==> src/rtl/dmem_pkg.sv <==
// Shared types and constants for the MEM-stage data-memory responder.
// Included by dmem_array, dmem_responder and their interface users.
package dmem_pkg;

  localparam int WORD_W   = 32;
  localparam int MAX_WAIT = 15;

  typedef enum logic [1:0] {
    IDLE,
    WAIT,
    RESP
  } dmem_state_t;

  typedef struct packed {
    logic              we;
    logic [WORD_W-1:0] addr;
    logic [WORD_W-1:0] wdata;
  } dmem_req_t;

endpackage

==> src/rtl/dmem_responder_if.sv <==
// Request/response bundle between the MEM stage (master) and the
// data-memory responder (slave).
interface dmem_responder_if;
  import dmem_pkg::*;

  logic              req_valid;
  logic              req_we;
  logic [WORD_W-1:0] req_addr;
  logic [WORD_W-1:0] req_wdata;
  logic              req_ready;
  logic              rsp_valid;
  logic [WORD_W-1:0] rsp_rdata;
  logic              rsp_err;
  logic              mem_stall;

  modport master (
    output req_valid, req_we, req_addr, req_wdata,
    input  req_ready, rsp_valid, rsp_rdata, rsp_err, mem_stall
  );

  modport slave (
    input  req_valid, req_we, req_addr, req_wdata,
    output req_ready, rsp_valid, rsp_rdata, rsp_err, mem_stall
  );

endinterface

==> src/rtl/dmem_array.sv <==
// DEPTH x 32 word storage: synchronous write, asynchronous read.
// Kept separate so it can be swapped for an SRAM macro.
module dmem_array
  import dmem_pkg::*;
#(
  parameter int DEPTH = 64,
  localparam int IDX_W = $clog2(DEPTH)
) (
  input  logic              clk,
  input  logic              we,
  input  logic [IDX_W-1:0]  idx,
  input  logic [WORD_W-1:0] wdata,
  output logic [WORD_W-1:0] rdata
);

  logic [WORD_W-1:0] mem [DEPTH];

  always_ff @(posedge clk) begin
    if (we) mem[idx] <= wdata;
  end

  assign rdata = mem[idx];

endmodule

==> src/rtl/dmem_responder.sv <==
// MEM-stage data-memory responder: wait states, range/alignment check.
// DMEM_POSTED_WRITE_EN: stores bypass the wait states.
module dmem_responder
  import dmem_pkg::*;
#(
  parameter int DEPTH       = 64,
  parameter int WAIT_CYCLES = 2
) (
  input  logic             CLK,
  input  logic             reset,
  dmem_responder_if.slave  bus
);

  localparam int IDX_W = $clog2(DEPTH);
  localparam int WC    = (WAIT_CYCLES > MAX_WAIT) ? MAX_WAIT : WAIT_CYCLES;
  localparam logic [3:0] WAIT_INIT = (WC == 0) ? 4'd0 : 4'(WC - 1);

`ifdef DMEM_POSTED_WRITE_EN
  localparam bit POSTED = 1'b1;
`else
  localparam bit POSTED = 1'b0;
`endif

  dmem_state_t       state, state_d;
  logic [3:0]        cnt, cnt_d;
  dmem_req_t         req_q, cur;
  logic              err, wr_en, to_resp, accept;
  logic [IDX_W-1:0]  idx;
  logic [WORD_W-1:0] rd_word;
  logic              rsp_valid_q, rsp_err_q;
  logic [WORD_W-1:0] rsp_rdata_q;

  // In IDLE the live request is used so zero-wait and posted paths
  // can complete at the accepting edge.
  always_comb begin
    cur = req_q;
    if (state == IDLE) begin
      cur.we    = bus.req_we;
      cur.addr  = bus.req_addr;
      cur.wdata = bus.req_wdata;
    end
  end

  assign err = (|cur.addr[1:0]) | (|cur.addr[WORD_W-1:IDX_W+2]);
  assign idx = cur.addr[IDX_W+1:2];

  always_comb begin
    state_d = state;
    cnt_d   = cnt;
    to_resp = 1'b0;
    accept  = 1'b0;
    unique case (state)
      IDLE: begin
        if (bus.req_valid) begin
          accept = 1'b1;
          if (WC == 0 || (POSTED && bus.req_we)) begin
            state_d = RESP;
            to_resp = 1'b1;
          end else begin
            state_d = WAIT;
            cnt_d   = WAIT_INIT;
          end
        end
      end
      WAIT: begin
        if (cnt == 4'd0) begin
          state_d = RESP;
          to_resp = 1'b1;
        end else begin
          cnt_d = cnt - 4'd1;
        end
      end
      RESP:    state_d = IDLE;
      default: state_d = IDLE;
    endcase
  end

  assign wr_en = to_resp & cur.we & ~err & reset;

  dmem_array #(.DEPTH(DEPTH)) u_array (
    .clk   (CLK),
    .we    (wr_en),
    .idx   (idx),
    .wdata (cur.wdata),
    .rdata (rd_word)
  );

  always_ff @(posedge CLK or negedge reset) begin
    if (!reset) begin
      state       <= IDLE;
      cnt         <= 4'd0;
      req_q       <= '0;
      rsp_valid_q <= 1'b0;
      rsp_rdata_q <= '0;
      rsp_err_q   <= 1'b0;
    end else begin
      state       <= state_d;
      cnt         <= cnt_d;
      rsp_valid_q <= to_resp;
      if (accept) req_q <= cur;
      if (to_resp) begin
        rsp_rdata_q <= (!cur.we && !err) ? rd_word : '0;
        rsp_err_q   <= err;
      end
    end
  end

  assign bus.req_ready = (state == IDLE) & reset;
  assign bus.rsp_valid = rsp_valid_q;
  assign bus.rsp_rdata = rsp_rdata_q;
  assign bus.rsp_err   = rsp_err_q;
  assign bus.mem_stall = bus.req_valid & ~rsp_valid_q;

endmodule
==> src/flat_wrapper.sv <==
// flat-port wrapper written by rule: the top's interface ports become plain ports
module dmem_responder_flat import dmem_pkg::*;
#(
  parameter int DEPTH       = 64,
  parameter int WAIT_CYCLES = 2
)
  (CLK, reset, bus_req_valid, bus_req_we, bus_req_addr, bus_req_wdata, bus_req_ready, bus_rsp_valid, bus_rsp_rdata, bus_rsp_err, bus_mem_stall);
  dmem_responder_if bus_i ();
  input  logic CLK;
  input  logic reset;
  input wire logic [$bits(bus_i.req_valid)-1:0] bus_req_valid;
  input wire logic [$bits(bus_i.req_we)-1:0] bus_req_we;
  input wire logic [$bits(bus_i.req_addr)-1:0] bus_req_addr;
  input wire logic [$bits(bus_i.req_wdata)-1:0] bus_req_wdata;
  output wire logic [$bits(bus_i.req_ready)-1:0] bus_req_ready;
  output wire logic [$bits(bus_i.rsp_valid)-1:0] bus_rsp_valid;
  output wire logic [$bits(bus_i.rsp_rdata)-1:0] bus_rsp_rdata;
  output wire logic [$bits(bus_i.rsp_err)-1:0] bus_rsp_err;
  output wire logic [$bits(bus_i.mem_stall)-1:0] bus_mem_stall;
  assign bus_i.req_valid = bus_req_valid;
  assign bus_i.req_we = bus_req_we;
  assign bus_i.req_addr = bus_req_addr;
  assign bus_i.req_wdata = bus_req_wdata;
  assign bus_req_ready = bus_i.req_ready;
  assign bus_rsp_valid = bus_i.rsp_valid;
  assign bus_rsp_rdata = bus_i.rsp_rdata;
  assign bus_rsp_err = bus_i.rsp_err;
  assign bus_mem_stall = bus_i.mem_stall;
  dmem_responder #(.DEPTH(DEPTH), .WAIT_CYCLES(WAIT_CYCLES)) u_core (.CLK(CLK), .reset(reset), .bus(bus_i));
endmodule
==> config.mk <==
export PLATFORM = sky130hd
export DESIGN_NAME = dmem_responder_flat
export DESIGN_NICKNAME = d
export VERILOG_FILES = /design/src/rtl/dmem_pkg.sv /design/src/rtl/dmem_responder_if.sv /design/src/rtl/dmem_array.sv /design/src/rtl/dmem_responder.sv /design/src/flat_wrapper.sv
export SDC_FILE = /design/constraint.sdc
export NUM_CORES = 2
export LEC_CHECK = 0
export ABC_CLOCK_PERIOD_IN_PS = 8600
export CAP_MARGIN = 20
export CORE_MARGIN = 2
export CORE_UTILIZATION = 49
export DETAILED_ROUTE_END_ITERATION = 10
export HOLD_SLACK_MARGIN = 0.08
export SKIP_CTS_REPAIR_TIMING = 1
export SLEW_MARGIN = 20
export SYNTH_ARGS = -nofsm -noshare
export SYNTH_HDL_FRONTEND = slang
export SYNTH_SLANG_ARGS = --single-unit
==> constraint.sdc <==
create_clock -name CLK -period 8.6 [get_ports CLK]
set_input_delay 0.86 -clock CLK [delete_from_list [all_inputs] [get_ports CLK]]
set_output_delay 0.86 -clock CLK [all_outputs]
set_load 0.1 [all_outputs]
==> metrics.yaml <==
worst_setup_path:
  cp_common_cell: "nand2_1"
  cp_slowest_cell: "nor2_4"
  start_kind: "flip-flop"
  ff2ff_path_depth: 9
  r2r-end: "u_core.u_array.mem[19][26]$_DFFE_PP_"
  crit_arrival_ns: 5.97
  cp-endpoint: "u_core.u_array.mem[19][26]$_DFFE_PP_"
  critPathKind: "reg2reg"
  rr_startpoint: "u_core.state[0]$_DFFE_PN0P_"
  crit_path_start: "u_core.state[0]$_DFFE_PN0P_"
  cp-end-kind: "flip-flop"
  r2r_setup_slack_ns: 3.09
  required_ns: 9.06
  crit_path_cell_trace: "or2_2 -> buf_4 -> nand2_1 -> o22ai_1 -> nand2_1 -> nor3b_4 -> nand2_1 -> nor2_4 -> buf_4"
  worst_path_largest_cell_delay_ns: 0.93
  crit_fanout: 43
yosys:
  synth.area.top_cells: "edfxtp_1, nand2_1, dfrtp_1"
  yosysMostFrequentCell: "edfxtp_1"
  synth_common_cells: "edfxtp_1, nand2_1, o22ai_1"
  synth_cells: 5116
  syn_avg_cell_area_sq_um: 15.92
  synth.distinct_cells: 84
  async_flop_share_pct: 4.877
  synth_largest_area_cell: "edfxtp_1"
  synth-main-ff-cell: "edfxtp_1"
  yosysTopAreaCellShare_pct: 75.49
  synth_seq_area_share_pct: 78.72
  synth_edf_count: 2048
  syn_nets: 5185
  syn-cell-area_sq_um: 81460
  synth-warning-count: 0
  ys_ff_latch: 2153
placed_design:
  post-dp-hpwl_microns: 163000
  io_buffers: 103
  place.gp.congestion: 0.8725
  dp_slack_ns: 2.770
  placedCellCount: 7260
  place_area_sq_um: 86300
timing:
  setup_viol: 0
  min_period_ns: 5.506
  tightest_slew_ns: 1.269
  fin_setup_tns_ns: 0
  slew_violations: 0
  period_share_pct: 64.03
  whs_ns: 0.4995
  fmax_ghz: 0.1816
  hold_viol: 0
  fin_worst_skew_ns: 0.05097
  setup_slack_ns: 3.094
  relSlewSlack_pct: 14.26
  rsz0062_at_grt: "no"
global_routing:
  grt_max_degree: 95
  grt_pass1_vias: 49470
  grt_first_pass_wirelength_microns: 403500
  antenna_found_initial: 8
  grt_usage_pct: 34.52
  overflow: 0
clock_network:
  cts-root-buf: "clkbuf_16"
  cts_buffers: 212
  htreeDepth: 4
  cts_tree: "built"
  cts.reportedPaths.clkPinSlew_ns: 0.06
  clock_latency_ns: 0.87
  cts_sinks: 2153
  cts_buffer_depth: 3
floorplanning:
  dieHeight_microns: 411.7
  core-area_sq_um: 165000
  initial_core_util_pct: 49.37
  dieWidth_microns: 411.7
  io_pins: 104
  rows: 149
  dieArea_sq_um: 169500
layout:
  stdcell_area_sq_um: 93500
  final_util_pct: 56.67
  num-nets-final: 5356
  multi_input_area_sq_um: 16590
  nFillCells: 12830
  drive_gt1_share_pct: 14.10
  syn2layout_area_growth_pct: 14.78
  stdcell_count: 7667
  register_area_sq_um: 64130
pwr:
  seq_power_share_pct: 38.6
  power.combinational.fraction_pct: 35.3
  peakVddDrop_mv: 0.4483
  total_power_mw: 36.59
  p_int_mw: 22.18
  p_sw_share_pct: 39.38
  p_leak_nw: 30.31
  p_per_area_nw_per_um2: 391.4
  clock_power_share_pct: 26.1
  power_switching_mw: 14.41
drt:
  drc: 0
  routed_wl_microns: 296000
  viasPerCell: 6.908
  vias: 52970
  detail-route-antenna-nets: 0
  dr.pass1.iters: 6
  drt-wirelength-per-cell_microns: 38.60
  drt_iter0_markers: 8913
job:
  cap_violations: 0
worst_hold_path:
  hp-class: "reg2reg"
status:
  status: "complete, no violations"
## power groups by stage
stage	clock (mW)	combinational, mW	sequential (mW)
3_3_place_gp	0	12.4	14.3
4_1_cts	9.60	12.5	14.1
3_5_place_dp	0	12.5	14.3
5_1_grt	9.99	13.2	14.1
2_1_floorplan	0	6.38	14.7
6_report	9.56	12.9	14.1
## how the worst min path moves through the flow
stage	from	end	cells past startpoint
after floorplan	u_core.cnt[0]$_DFFE_PN0P_	u_core.cnt[0]$_DFFE_PN0P_	1
after global placement	u_core.cnt[0]$_DFFE_PN0P_	u_core.cnt[0]$_DFFE_PN0P_	1
after detailed placement	u_core.cnt[0]$_DFFE_PN0P_	u_core.cnt[0]$_DFFE_PN0P_	1
after CTS	reset	u_core.cnt[2]$_DFFE_PN0P_	1
after global routing	u_core.req_q[1]$_DFFE_PN0P_	u_core.req_q[1]$_DFFE_PN0P_	1
final	u_core.cnt[0]$_DFFE_PN0P_	u_core.cnt[0]$_DFFE_PN0P_	1
## layer usage
metal / GRT usage (%) / vias to the layer above / part of all wire [%]
li1: - / 20810 / -
met2: 50.92 / 4348 / 44
met4: 15.79 / 12 / 5.1
met5: 0 / - / 0.054
met3: 9.337 / 710 / 14
met1: 48.05 / 27080 / 37
## cell type report
cell class              count  share of cell area, %
diodes                      3               0.008029
clock buffers             283                  6.297
clock inverters           119                  1.380
inverters                   8                0.03212
multi-input cells        2614                  17.74
flip-flops and latches   2153                  68.58
well taps                2189                  2.929
repair buffers            298                  3.026
## cells in the final DEF, fill, tap and decap left out, types with 89 or more instances in the layout
master	instances
edfxtp_1	2048
nand2_1	688
o22ai_1	387
clkbuf_16	217
buf_4	172
a21oi_1	165
nor2_1	128
dfrtp_1	105
clkdlybuf4s50_1	101
a32oi_1	100
mux2_2	89
## worst max-delay path: cells and delay by family, from the launching register on
kind | cells | cell delay (ns)
DFF | 1 | 0.86
AOI/OAI and AO/OA | 1 | 0.16
buffers and inverters | 2 | 1.02
and+or+nand+nor | 6 | 3.01
## registers in the layout (all words and copies together), names as in the netlist
| register | flops |
|---|---|
| u_core.bus.rsp_rdata | 32 |
| u_core.u_array.mem | 2048 |
| u_core.state | 2 |
| u_core.cnt | 4 |
| u_core.bus.rsp_err | 1 |
| u_core.bus.rsp_valid | 1 |
| u_core.req_q | 65 |
## kinds of logic (layout without fill, tap and decap cells)
kind of cell               Yosys count  after routing  synth area share (%)
muxes                              152            152                 2.006
other                                0              3                     0
AOI/OAI and AO/OA                 1213           1213                 10.69
DFF                               2153           2153                 78.72
adders and majority gates            1              1               0.01536
buffers and inverters              349            708                 1.937
xor gates and xnor gates             2              2               0.02151
and+or+nand+nor                   1246           1246                 6.617
(Power assumes the default switching activity.)
